==> config.mk <==
export PLATFORM = sky130hd
export DESIGN_NAME = demux_1to4_buf
export DESIGN_NICKNAME = d
export VERILOG_FILES = /design/src/rtl/demux_1to4_buf_pkg.sv /design/src/rtl/demux_1to4_buf_lane_reg.sv /design/src/rtl/demux_1to4_buf.sv
export SDC_FILE = /design/constraint.sdc
export NUM_CORES = 1
export LEC_CHECK = 0
export ABC_AREA = 1
export CAP_MARGIN = 10
export CORE_MARGIN = 2
export CORE_UTILIZATION = 50
export CTS_CLUSTER_DIAMETER = 80
export DETAILED_ROUTE_END_ITERATION = 6
export PLACE_DENSITY = 0.9
export SYNTH_ARGS = -nofsm -noshare
export SYNTH_HDL_FRONTEND = slang
export SYNTH_SLANG_ARGS = --single-unit
==> constraint.sdc <==
create_clock -name clk -period 7.5 [get_ports clk]
set_input_delay 1.5 -clock clk [delete_from_list [all_inputs] [get_ports clk]]
set_output_delay 1.5 -clock clk [all_outputs]
set_load 0.005 [all_outputs]
==> src/rtl/demux_1to4_buf_pkg.sv <==
// Shared lane-select encoding and decode helper for the 1-to-4 demux / 4-to-1 mux pair.
// Latency: none (constants and a pure function only).
// Backpressure: not applicable.
package demux_1to4_buf_pkg;

    typedef logic [1:0] lane_sel_t;

    localparam lane_sel_t LANE0 = 2'd0;
    localparam lane_sel_t LANE1 = 2'd1;
    localparam lane_sel_t LANE2 = 2'd2;
    localparam lane_sel_t LANE3 = 2'd3;

    localparam int NUM_LANES = 4;

    // One-hot decode of a lane select code; bit k set means lane k is addressed.
    function automatic logic [NUM_LANES-1:0] lane_onehot(input lane_sel_t sel);
        logic [NUM_LANES-1:0] w_hot;
        w_hot = '0;
        case (sel)
            LANE0:   w_hot = 4'b0001;
            LANE1:   w_hot = 4'b0010;
            LANE2:   w_hot = 4'b0100;
            LANE3:   w_hot = 4'b1000;
            default: w_hot = '0;
        endcase
        return w_hot;
    endfunction

endpackage

==> src/rtl/demux_1to4_buf_lane_reg.sv <==
// One output lane: a single-entry holding register with valid/ready handshake.
// Latency: a fill appears on data_out/valid_out one clock later.
// Backpressure: stays full while ready_in=0; fill and drain in the same cycle keep it full.
module demux_lane_reg #(
    parameter int size = 32
) (
    input  logic            clk,
    input  logic            rst,
    input  logic            fill,
    input  logic [size-1:0] data_in,
    input  logic            ready_in,
    output logic [size-1:0] data_out,
    output logic            valid_out
);

    logic [size-1:0] r_data;
    logic            r_valid;

    // Load on fill (wins over drain so there is no bubble); otherwise clear valid when drained.
    always_ff @(posedge clk or posedge rst) begin
        if (rst) begin
            r_data  <= '0;
            r_valid <= 1'b0;
        end else if (fill) begin
            r_data  <= data_in;
            r_valid <= 1'b1;
        end else if (r_valid && ready_in) begin
            r_valid <= 1'b0;
        end
    end

    assign data_out  = r_data;
    assign valid_out = r_valid;

endmodule

==> src/rtl/demux_1to4_buf.sv <==
// Steers one input stream to one of four buffered output lanes and counts accepted words.
// Latency: one clock from accept to the word being visible on the selected lane.
// Backpressure: ready_o drops only when the selected lane is full and its consumer is not taking it.
module demux_1to4_buf
    import demux_1to4_buf_pkg::*;
#(
    parameter int size  = 32,
    parameter int CNT_W = 8
) (
    input  logic             clk,
    input  logic             rst,
    input  logic [size-1:0]  data_i,
    input  logic [1:0]       sel_i,
    input  logic             valid_i,
    output logic             ready_o,
    output logic [size-1:0]  data0_o,
    output logic [size-1:0]  data1_o,
    output logic [size-1:0]  data2_o,
    output logic [size-1:0]  data3_o,
    output logic [3:0]       valid_o,
    input  logic [3:0]       ready_i,
    output logic [CNT_W-1:0] cnt_o
);

    logic [3:0]      w_sel_hot;
    logic [3:0]      w_fill;
    logic [3:0]      w_valid;
    logic [size-1:0] w_data [NUM_LANES];
    logic            w_ready;
    logic            w_accept;
    logic [CNT_W-1:0] r_cnt;

    // Selected lane can take a word if it is empty or being drained this cycle; forced low in reset.
    always_comb begin
        w_ready = 1'b0;
        if (!rst) begin
            w_ready = ~w_valid[sel_i] | ready_i[sel_i];
        end
    end

    assign w_accept  = valid_i & w_ready;
    assign w_sel_hot = lane_onehot(lane_sel_t'(sel_i));
    assign w_fill    = w_sel_hot & {NUM_LANES{w_accept}};

    for (genvar g = 0; g < NUM_LANES; g++) begin : g_lane
        demux_lane_reg #(
            .size(size)
        ) u_lane (
            .clk      (clk),
            .rst      (rst),
            .fill     (w_fill[g]),
            .data_in  (data_i),
            .ready_in (ready_i[g]),
            .data_out (w_data[g]),
            .valid_out(w_valid[g])
        );
    end

    // Accepted-transfer counter; wraps silently.
    always_ff @(posedge clk or posedge rst) begin
        if (rst) begin
            r_cnt <= '0;
        end else if (w_accept) begin
            r_cnt <= r_cnt + {{(CNT_W-1){1'b0}}, 1'b1};
        end
    end

    assign ready_o = w_ready;
    assign valid_o = w_valid;
    assign data0_o = w_data[0];
    assign data1_o = w_data[1];
    assign data2_o = w_data[2];
    assign data3_o = w_data[3];
    assign cnt_o   = r_cnt;

endmodule
==> results_dict.tcl <==
set metrics [dict create \
    first_pass_iters 5 \
    ys_ff_latch 140 \
    ir_drop_v 0.000181 \
    startpoint_type "input port" \
    status "finished, final reports clean" \
    antenna_found_initial 0 \
    wl_microns 15900 \
    die_area_sq_mm 0.0121 \
    vias 4958 \
    power_w 0.00251 \
    setup_tns_ps 0 \
    setup_viol 0 \
    multiInputGateArea_sq_mm 0.00181 \
    p_leak_nw 4.01 \
    drive_gt1_share_pct 5.22 \
    clock_skew_ps 9.25 \
    rrSetupSlack_ps 5130 \
    maxCapViolCount 0 \
    path_clk_slew_ps 60 \
    start_util_pct 51.6 \
    final_common_cell "nand2_1" \
    ant_nets 0 \
    grt_pass1_wl_microns 25400 \
    fmax_mhz 208 \
    synth_cell_type_count 20 \
    period_needed_ps 4800 \
    numCtsBuffers 17 \
    crit_family "buffers and inverters" \
    rsz0062_at_grt "false" \
    cp_max_fo 8 \
    hold_violations 0 \
    drt_iter0_markers 317 \
    holdBufCountCts 0 \
    die-width_microns 110 \
    post-route-util_pct 73.6 \
    critical_path_buf_inv_count 3 \
    cts_resized 0 \
    yosysSeqAreaShare_pct 62.3 \
    cp.required_ps 6000 \
    cts_tree "built" \
    hpwl_microns 10400 \
    yosysTopAreaCell "dfrtp_1" \
    wl_per_cell_microns 16.5 \
    hp-class "reg2reg" \
    cp-startpoint "sel_i[0]" \
    areaGrowthSynthToFinish_pct 42.5 \
    syn_nets 680 \
    synth_area_leaders "dfrtp_1 62%, nand2_1 27%, buf_6 2.4%, inv_1 1.2%, buf_2 1.2%" \
    yosysTopAreaCellShare_pct 62.3 \
    regToRegStartpoint "g_lane[3].u_lane.valid_out" \
    hold_start "g_lane[3].u_lane.data_out[30]" \
    critPathMaxStageDelay_ps 620 \
    finalNetCount 855 \
    cpMostUsedCell "nand2_1" \
    syn_area_sq_mm 0.00562 \
    top_level_ports 182 \
    register_area_sq_mm 0.00350 \
    ctsRootBufferMaster "clkbuf_8" \
    power.density_mw_per_mm2 314 \
    clk_latency_ps 520 \
    grt_start_max_net_pins 74 \
    placed_area_sq_mm 0.00741 \
    fin_area_sq_mm 0.00801 \
    cts_setup_buffers 0 \
    synthCells 638 \
    core_area_sq_mm 0.0109 \
    cp-end-kind "output pin" \
    n_antenna_cell 0 \
    postSynthAreaPerCell_sq_um 8.81 \
    tightestPinTransition_ps 934 \
    gr-usage-all-layers_pct 27.7 \
    setup_ws_ps 2700 \
    row_count 38 \
    n_fill_cell 780 \
    maxSlewHeadroom_pct 37.6 \
    place.gp.congestion 0.928 \
    pre_cts_ws_ps 2750 \
    maxSlewViolCount 0 \
    grt_overflow 0 \
    die_height_microns 110 \
    first_global_vias 5120 \
    clock_path_buffers 2 \
    cts.sinks 140 \
    slowest_stage "clkdlybuf4s50_1" \
    viasPerCell 5.14 \
    cts_max_level 4 \
    crit_type "in2out" \
    port_buffers 181 \
    arrival_ps 3300 \
    yosys_warnings 0 \
    path_cells "clkdlybuf4s50_1 -> inv_1 -> nand2_1 -> nand2_1 -> nand2_1 -> nand2_1 -> a21oi_1 -> clkdlybuf4s50_1" \
    drc 0 \
    final_cell_mix "409 x nand2_1, 181 x clkdlybuf4s50_1, 140 x dfrtp_1" \
    period_share_pct 64.0 \
]
==> report_power, final <==
part | internal [W] | switching [W]
clock | 0.000529 | 0.000314
sequential | 0.000925 | 0.000116
combinational | 0.000384 | 0.000245
==> sequential cells by signal, summed over array words and instances, names as in the netlist <==
register,count
g_lane.u_lane.data_out,128
g_lane.u_lane.valid_out,4
cnt_o,8
==> worst paths after layout <==
path	depth (start not counted)	endpoint
worst max register to register	9	g_lane[2].u_lane.data_out[16]
worst min register to register	2	g_lane[3].u_lane.data_out[30]
worst min-delay path	2	g_lane[3].u_lane.data_out[30]
min in group asynchronous	2	g_lane[1].u_lane.valid_out
max in group asynchronous	3	g_lane[2].u_lane.data_out[10]
worst max-delay path	8	ready_o
==> worst reg2reg max path: cells and delay by family, from the launching register on <==
family | cells | cell delay [ps]
buf+inv | 1 | 530
simple gates | 8 | 1310
flops | 1 | 400
==> final cells by class <==
class                      instances  share of cell area [%]
clock buffer                      20                    5.68
tap                              140                    2.19
sequential                       140                    43.7
timing repair buffer             186                    23.1
clock inverter                    10                    1.76
multi-input combinational        450                    22.6
inverter                          18                   0.906
==> cell families after synthesis <==
group / synth area share [%]
AO/OA/AOI/OAI: 0.979
AND/OR/NAND/NOR: 30.1
flip-flops: 62.3
XOR/XNOR: 0.935
buffers and inverters: 5.43
adder cells (fa/ha/maj): 0.222
==> routing by layer <==
| layer | GRT usage [%] | share of wire [%] | up-vias |
|---|---|---|---|
| li1 | - | - | 2279 |
| met1 | 33.4 | 40 | 2417 |
| met2 | 46.5 | 50 | 226 |
| met3 | 8.82 | 7.8 | 36 |
| met4 | 10.6 | 2.3 | 0 |
| met5 | 0 | 0 | - |
==> Yosys cell counts <==
cell,count
a21oi_1,1
buf_2,13
buf_4,5
buf_6,12
dfrtp_1,140
ha_1,1
inv_1,18
nand2_1,409
nand2_2,1
nand3_1,6
nand3_4,1
nand3b_1,1
nand4_1,4
nor2_1,3
nor2_2,1
nor2_4,4
nor3_1,2
o21ai_0,10
xnor2_1,3
xor2_1,3
==> stage by stage <==
| step | cells | hold WS, ps |
|---|---|---|
| 2_1_floorplan | 638 | 472 |
| 5_1_grt | 964 | 504 |
| 3_5_place_dp | 934 | 464 |
| 6_report | 964 | 478 |
| 4_1_cts | 964 | 480 |
| 3_3_place_gp | 934 | 461 |
(Power assumes the default switching activity.)
